File: src/rtl/rx_fifo_reader.sv
// rx_fifo_reader: 8N1 serial receiver feeding a circular FIFO, popped one byte per button press.
// Define RX_PARITY_EN for even-parity frames, which adds a PARITY state and the parity_err_o port.
module rx_fifo_reader #(
    parameter int CLKS_PER_BIT = 868,
    parameter int ADDR_W       = 4
) (
    input  logic              clk100_i,
    input  logic              rstn_i,
    input  logic              rx_i,
    input  logic              btn_i,
    output logic [7:0]        data_o,
    output logic              empty_o,
    output logic              full_o,
    output logic [ADDR_W:0]   level_o,
    output logic              overflow_o,
`ifdef RX_PARITY_EN
    output logic              parity_err_o,
`endif
    output logic              frame_err_o
);
    localparam int CNT_W = $clog2(CLKS_PER_BIT);
    localparam int DEPTH = 2 ** ADDR_W;
    localparam logic [CNT_W-1:0] HALF_BIT = CNT_W'(CLKS_PER_BIT / 2 - 1);
    localparam logic [CNT_W-1:0] FULL_BIT = CNT_W'(CLKS_PER_BIT - 1);
    localparam logic [ADDR_W:0] DEPTH_CNT = (ADDR_W + 1)'(DEPTH);

    localparam logic [2:0] S_IDLE      = 3'd0;
    localparam logic [2:0] S_START     = 3'd1;
    localparam logic [2:0] S_DATA      = 3'd2;
    localparam logic [2:0] S_STOP      = 3'd3;
    localparam logic [2:0] S_WAIT_HIGH = 3'd4;
`ifdef RX_PARITY_EN
    localparam logic [2:0] S_PARITY    = 3'd5;
`endif

    logic rxMeta_q, rxSync_q;
    logic btnMeta_q, btnSync_q, btnDly_q, popPulse_q;

    always_ff @(posedge clk100_i or negedge rstn_i) begin
        if (!rstn_i) begin
            rxMeta_q   <= 1'b1;
            rxSync_q   <= 1'b1;
            btnMeta_q  <= 1'b0;
            btnSync_q  <= 1'b0;
            btnDly_q   <= 1'b0;
            popPulse_q <= 1'b0;
        end else begin
            rxMeta_q   <= rx_i;
            rxSync_q   <= rxMeta_q;
            btnMeta_q  <= btn_i;
            btnSync_q  <= btnMeta_q;
            btnDly_q   <= btnSync_q;
            popPulse_q <= btnSync_q & ~btnDly_q;
        end
    end

    logic [2:0]       state_q, state_d;
    logic [CNT_W-1:0] cnt_q, cnt_d;
    logic [2:0]       bitIdx_q, bitIdx_d;
    logic [7:0]       shreg_q, shreg_d;
    logic             frameErr_q, frameErr_d;
    logic             push;
    logic             tick;
`ifdef RX_PARITY_EN
    logic             parityBad_q, parityBad_d;
    logic             parityErr_q, parityErr_d;
`endif

    assign tick = (cnt_q == '0);

    always_comb begin
        state_d    = state_q;
        cnt_d      = cnt_q;
        bitIdx_d   = bitIdx_q;
        shreg_d    = shreg_q;
        frameErr_d = frameErr_q;
        push       = 1'b0;
`ifdef RX_PARITY_EN
        parityBad_d = parityBad_q;
        parityErr_d = parityErr_q;
`endif
        case (state_q)
            S_IDLE: begin
                if (!rxSync_q) begin
                    state_d = S_START;
                    cnt_d   = HALF_BIT;
                end
            end
            S_START: begin
                if (!tick) begin
                    cnt_d = cnt_q - 1'b1;
                end else if (rxSync_q) begin
                    state_d = S_IDLE;
                end else begin
                    state_d  = S_DATA;
                    cnt_d    = FULL_BIT;
                    bitIdx_d = 3'd0;
                end
            end
            S_DATA: begin
                if (!tick) begin
                    cnt_d = cnt_q - 1'b1;
                end else begin
                    shreg_d[bitIdx_q] = rxSync_q;
                    cnt_d    = FULL_BIT;
                    bitIdx_d = bitIdx_q + 3'd1;
                    if (bitIdx_q == 3'd7) begin
`ifdef RX_PARITY_EN
                        state_d = S_PARITY;
`else
                        state_d = S_STOP;
`endif
                    end
                end
            end
`ifdef RX_PARITY_EN
            S_PARITY: begin
                if (!tick) begin
                    cnt_d = cnt_q - 1'b1;
                end else begin
                    parityBad_d = ^{shreg_q, rxSync_q};
                    cnt_d       = FULL_BIT;
                    state_d     = S_STOP;
                end
            end
`endif
            S_STOP: begin
                if (!tick) begin
                    cnt_d = cnt_q - 1'b1;
                end else begin
`ifdef RX_PARITY_EN
                    parityErr_d = parityErr_q | parityBad_q;
`endif
                    if (rxSync_q) begin
`ifdef RX_PARITY_EN
                        push = ~parityBad_q;
`else
                        push = 1'b1;
`endif
                        state_d = S_IDLE;
                    end else begin
                        frameErr_d = 1'b1;
                        state_d    = S_WAIT_HIGH;
                    end
                end
            end
            // A stuck-low line after a bad stop bit must not look like a fresh start bit.
            S_WAIT_HIGH: begin
                if (rxSync_q) begin
                    state_d = S_IDLE;
                end
            end
            default: state_d = S_IDLE;
        endcase
    end

    always_ff @(posedge clk100_i or negedge rstn_i) begin
        if (!rstn_i) begin
            state_q    <= S_IDLE;
            cnt_q      <= '0;
            bitIdx_q   <= 3'd0;
            shreg_q    <= 8'h00;
            frameErr_q <= 1'b0;
`ifdef RX_PARITY_EN
            parityBad_q <= 1'b0;
            parityErr_q <= 1'b0;
`endif
        end else begin
            state_q    <= state_d;
            cnt_q      <= cnt_d;
            bitIdx_q   <= bitIdx_d;
            shreg_q    <= shreg_d;
            frameErr_q <= frameErr_d;
`ifdef RX_PARITY_EN
            parityBad_q <= parityBad_d;
            parityErr_q <= parityErr_d;
`endif
        end
    end

    logic [7:0]        mem_q [DEPTH];
    logic [ADDR_W-1:0] wrPtr_q, rdPtr_q;
    logic [ADDR_W:0]   count_q;
    logic [7:0]        data_q;
    logic              overflow_q;
    logic              doPop, doPush;

    // A same-cycle pop frees the slot a push into a full FIFO needs.
    assign doPop  = popPulse_q && (count_q != '0);
    assign doPush = push && ((count_q != DEPTH_CNT) || doPop);

    always_ff @(posedge clk100_i) begin
        if (doPush) begin
            mem_q[wrPtr_q] <= shreg_q;
        end
    end

    always_ff @(posedge clk100_i or negedge rstn_i) begin
        if (!rstn_i) begin
            wrPtr_q    <= '0;
            rdPtr_q    <= '0;
            count_q    <= '0;
            data_q     <= 8'h00;
            overflow_q <= 1'b0;
        end else begin
            if (doPush) begin
                wrPtr_q <= wrPtr_q + 1'b1;
            end
            if (doPop) begin
                rdPtr_q <= rdPtr_q + 1'b1;
                data_q  <= mem_q[rdPtr_q];
            end
            if (push && !doPush) begin
                overflow_q <= 1'b1;
            end
            case ({doPush, doPop})
                2'b10:   count_q <= count_q + 1'b1;
                2'b01:   count_q <= count_q - 1'b1;
                default: count_q <= count_q;
            endcase
        end
    end

    assign data_o      = data_q;
    assign level_o     = count_q;
    assign empty_o     = (count_q == '0);
    assign full_o      = (count_q == DEPTH_CNT);
    assign overflow_o  = overflow_q;
    assign frame_err_o = frameErr_q;
`ifdef RX_PARITY_EN
    assign parity_err_o = parityErr_q;
`endif

endmodule

File: config.mk
export PLATFORM = sky130hd
export DESIGN_NAME = rx_fifo_reader
export DESIGN_NICKNAME = d
export VERILOG_FILES = /design/src/rtl/rx_fifo_reader.sv
export SDC_FILE = /design/constraint.sdc
export NUM_CORES = 1
export LEC_CHECK = 0
export ABC_AREA = 1
export BUFFER_PORTS_ARGS = -buffer_cell sky130_fd_sc_hd__buf_2
export CORE_MARGIN = 3
export CORE_UTILIZATION = 45
export CTS_CLUSTER_SIZE = 8
export DETAILED_ROUTE_END_ITERATION = 6
export PLACE_DENSITY = 0.61
export SLEW_MARGIN = 20
export SYNTH_ARGS = -nofsm -noshare
export SYNTH_HDL_FRONTEND = slang
export SYNTH_SLANG_ARGS = --single-unit
File: constraint.sdc
create_clock -name clk100_i -period 3.97 [get_ports clk100_i]
set_clock_uncertainty 0.2 [all_clocks]
set_input_delay 0.5955 -clock clk100_i [delete_from_list [all_inputs] [get_ports clk100_i]]
set_output_delay 0.5955 -clock clk100_i [all_outputs]
set_load 0.05 [all_outputs]
==> results by group <==
Status
  • Run status: finished clean

Synthesis
  • Count of flip-flops with a built-in enable after synthesis: between 100 and 150
  • Most area-consuming cells after synthesis: sky130_fd_sc_hd__edfxtp_1 50%, sky130_fd_sc_hd__dfrtp_1 17%, sky130_fd_sc_hd__o21ai_0 5.6%
  • Mapped Nets: 675
  • Post-synth top area cell: sky130_fd_sc_hd__edfxtp_1
  • Sequential fraction of the synthesis area: approximately two thirds
  • Gate count after technology mapping: 660
  • Cell Area, Synth: approximately 7700 um^2
  • Main synth FF type: sky130_fd_sc_hd__edfxtp_1
  • Average size of a mapped cell: between 10 and 15 um^2
  • Async S/R FF share, synth: 29.3%
  • Post-synth top area share: about half
  • Number of warning messages in the yosys log: 0
  • Number of storage elements in the synthesis netlist: roughly 180
  • Ranking of synthesized cells by instance count: 128 x sky130_fd_sc_hd__edfxtp_1, 108 x sky130_fd_sc_hd__nor2_1, 86 x sky130_fd_sc_hd__o21ai_0
  • Number of unique standard cell types used by synthesis: 38
  • Dominant cell by count in the synthesized netlist: sky130_fd_sc_hd__edfxtp_1

Clock network
  • Buffer depth of the longest clock path: 2
  • H-tree Lvls: 4
  • TritonCTS clock tree: done
  • Worst-Skew Late Latency: roughly 0.43 ns
  • Count of instances resized after the clock tree is built: 0
  • Root Driver: sky130_fd_sc_hd__clkbuf_16
  • Clock-pin slew on the worst setup and hold paths: 0.07 ns
  • Clk sink count: between 150 and 200
  • Clock buffer count from CTS: 17

Routing
  • Number of detailed-route iterations in the first pass: 5
  • Number of design rule violations left after detail routing: 0
  • 1st-iter DRT viols: 431
  • Via/cell ratio: 5.59
  • Routed vias: just over 5000
  • Routed Antenna Nets: 0
  • Total detailed-routing wirelength: 17000 um
  • Routed length per placed instance: roughly 19 um

Setup path
  • Startpoint kind of the worst setup timing path: flop
  • Crit path max-delay cell type: sky130_fd_sc_hd__nor2_1
  • Critical path peak fanout: 8
  • Kind of critical path: flop to flop
  • Startpoint of the worst-slack reg-to-reg timing path: cnt_q[0]$_DFFE_PN0P_
  • Reg2Reg Depth: 10
  • Cell breakdown of the critical path: inv_1 -> ha_1 -> inv_1 -> nor2_4 -> nand4_2 -> nor3_4 -> nand4_4 -> inv_1 -> nand2_1 -> nor2_1
  • Family with the most delay on the worst path: simple AND/OR/NAND/NOR gates
  • Largest stage delay on the critical path: 0.55 ns
  • Critical path buffer and inverter count: 3
  • Setup slack, reg-to-reg: about 0.87 ns
  • Reg-to-reg critical path endpoint: mem_q[8][5]$_DFFE_PP_
  • Crit end category: flop
  • Most frequent cell on the critical path: sky130_fd_sc_hd__inv_1
  • Worst endpoint required time: around 3.8 ns
  • Worst EP arrival: ~3.0 ns

STA
  • Unrepaired setup endpoints after global routing: false
  • Min Clock Period, post-route: approximately 3.1 ns
  • Total Neg Setup Slack: 0 ns
  • Tcrit/Tclk final: ~78%
  • Total setup violations reported at the end of the flow: 0
  • Number of endpoints with negative hold slack in the final report: 0
  • Maximum operating frequency: 0.323 GHz
  • Worst Setup Slack, final: 0.873 ns
  • Slew Viols, Final: 0
  • Least-Margin Pin Slew: approximately 0.86 ns
  • Slew headroom: 42.6%

Place
  • Total cell area at the placement stage: approximately 8000 um^2
  • Worst Setup Slack post-DPL: approximately 0.84 ns
  • Count of buffers inserted at the top-level ports: 20
  • Final weighted congestion in routability-driven placement: 0.860
  • Placed cell count: between 800 and 900
  • Detailed-placement wirelength estimate: 11500 um

Finish
  • Antenna Diode Count: 0
  • Final cell count without fillers: roughly 900
  • Final design instance area without fill: between 8000 and 9000 um^2
  • Area delta synth->final: 11.5%
  • Final Net Count: ~690
  • Fraction of final layout cells with drive strength greater than 1: between 10 and 15%
  • Fillers: 1418

Run
  • Max cap viols: 0

Floorplan
  • Area inside the core boundary: 16600 um^2
  • Ports: 21
  • Area of the die: 18700 um^2
  • Horizontal die dimension: roughly 140 um
  • Die height: between 100 and 150 um
  • Row count: 47
  • Effective utilization at floorplan: a little under half

Worst hold path
  • Hold Crit Endpoint: rxMeta_q$_DFF_PN1_
  • Source of the worst hold timing path: rx_i
  • Worst min path class: input port to flop
  • Number of instances on the worst hold path: 1

GRT
  • Initial antenna violation count: 0
  • GRT Residual Overflow: 0
  • Largest net degree at the start of global routing: 67
  • Gr usage total: 19.5%
  • Number of global-route vias before repair: roughly 5000
  • Wire length of the first global-routing pass: 27000 um

Power and ir drop
  • Leakage: 2.97 nW
  • Maximum vdd ir drop: roughly 320 uV
  • Total power divided by cell area: 422 nW/um^2
-- kinds of logic after synthesis --
kind of cell	count (synthesis)	share of synthesized area, %
fa+ha+maj	11	1.79
mux	3	0.439
compound gates	148	11.8
xor+xnor	15	1.71
flops	181	67.3
buf+inv	78	3.84
simple gates	224	13.2
-- power breakdown --
part / internal, W / switching [W]
Sequential: 0.00201 / 0.00000218
Clock: 0.000876 / 0.000719
Combinational: 0.00000292 / 0.0000128
-- final cells by class --
class | count | area [um^2] | share of cell area [%]
timing repair buffer | 25 | 140 | 1.63
clock inverter | 15 | 145 | 1.69
inverter | 52 | 195 | 2.28
multi-input combinational | 401 | 2220 | 25.9
sequential | 181 | 5170 | 60.3
tap | 220 | 275 | 3.21
clock buffer | 17 | 425 | 4.96
-- registers in the layout (all words and copies together), names as in the netlist --
signal and count:
btnDly_q 1, rxMeta_q 1, state_q 3, mem_q 128
rdPtr_q 4, popPulse_q 1, level_o 5, frame_err_o 1
data_o 8, overflow_o 1, bitIdx_q 3, shreg_q 8
cnt_q 10, btnMeta_q 1, rxSync_q 1, btnSync_q 1
wrPtr_q 4
-- how the worst max path moves through the flow --
| stage | startpoint | endpoint | cells after the start |
|---|---|---|---|
| detailed placement | cnt_q[0]$_DFFE_PN0P_ | mem_q[15][5]$_DFFE_PP_ | 10 |
| global placement | cnt_q[0]$_DFFE_PN0P_ | mem_q[7][1]$_DFFE_PP_ | 10 |
| CTS | cnt_q[0]$_DFFE_PN0P_ | mem_q[5][6]$_DFFE_PP_ | 10 |
| floorplan | level_o[1]$_DFFE_PN0P_ | mem_q[10][0]$_DFFE_PP_ | 8 |
| finish | cnt_q[0]$_DFFE_PN0P_ | mem_q[8][5]$_DFFE_PP_ | 10 |
| global route | cnt_q[0]$_DFFE_PN0P_ | mem_q[15][5]$_DFFE_PP_ | 10 |
-- layer usage --
metal  routed length, um  track usage [%]
met4                 314             6.77
met1                7460             27.1
met2                8080             30.2
met3                1180             4.49
met5                   0                0
-- repair_timing --
item / 4_1_cts / 5_1_grt
hold endpoints to repair: 19 / 0
hold buffers: 1 / 0
setup buffers: 0 / 0
-- cell usage in the layout, fill, tap and decap left out, drive strengths merged, types with 4 or more instances in the layout --
cell,n
buf,24
ha,11
o211ai,9
edfxtp,128
o21ai,87
a21oi,5
o221ai,24
clkinvlp,5
xor2,14
nand2,66
inv,56
clkbuf,17
nor2,116
clkinv,5
nand4,9
o22ai,9
a31oi,8
dfrtp,51
nor3,4
nand3,27
-- stage by stage --
stage | util (%) | total power (W) | hold WS [ns]
6_report | 51.5 | 0.00362 | 0.0672
5_1_grt | 51.5 | 0.00373 | 0.0448
4_1_cts | 51.5 | 0.00366 | 0.0489
3_5_place_dp | 48.0 | 0.00206 | 0.152
3_3_place_gp | 48.0 | 0.00206 | 0.145
2_1_floorplan | - | 0.00205 | 0.0999
Power figures use the tool's default switching activity.
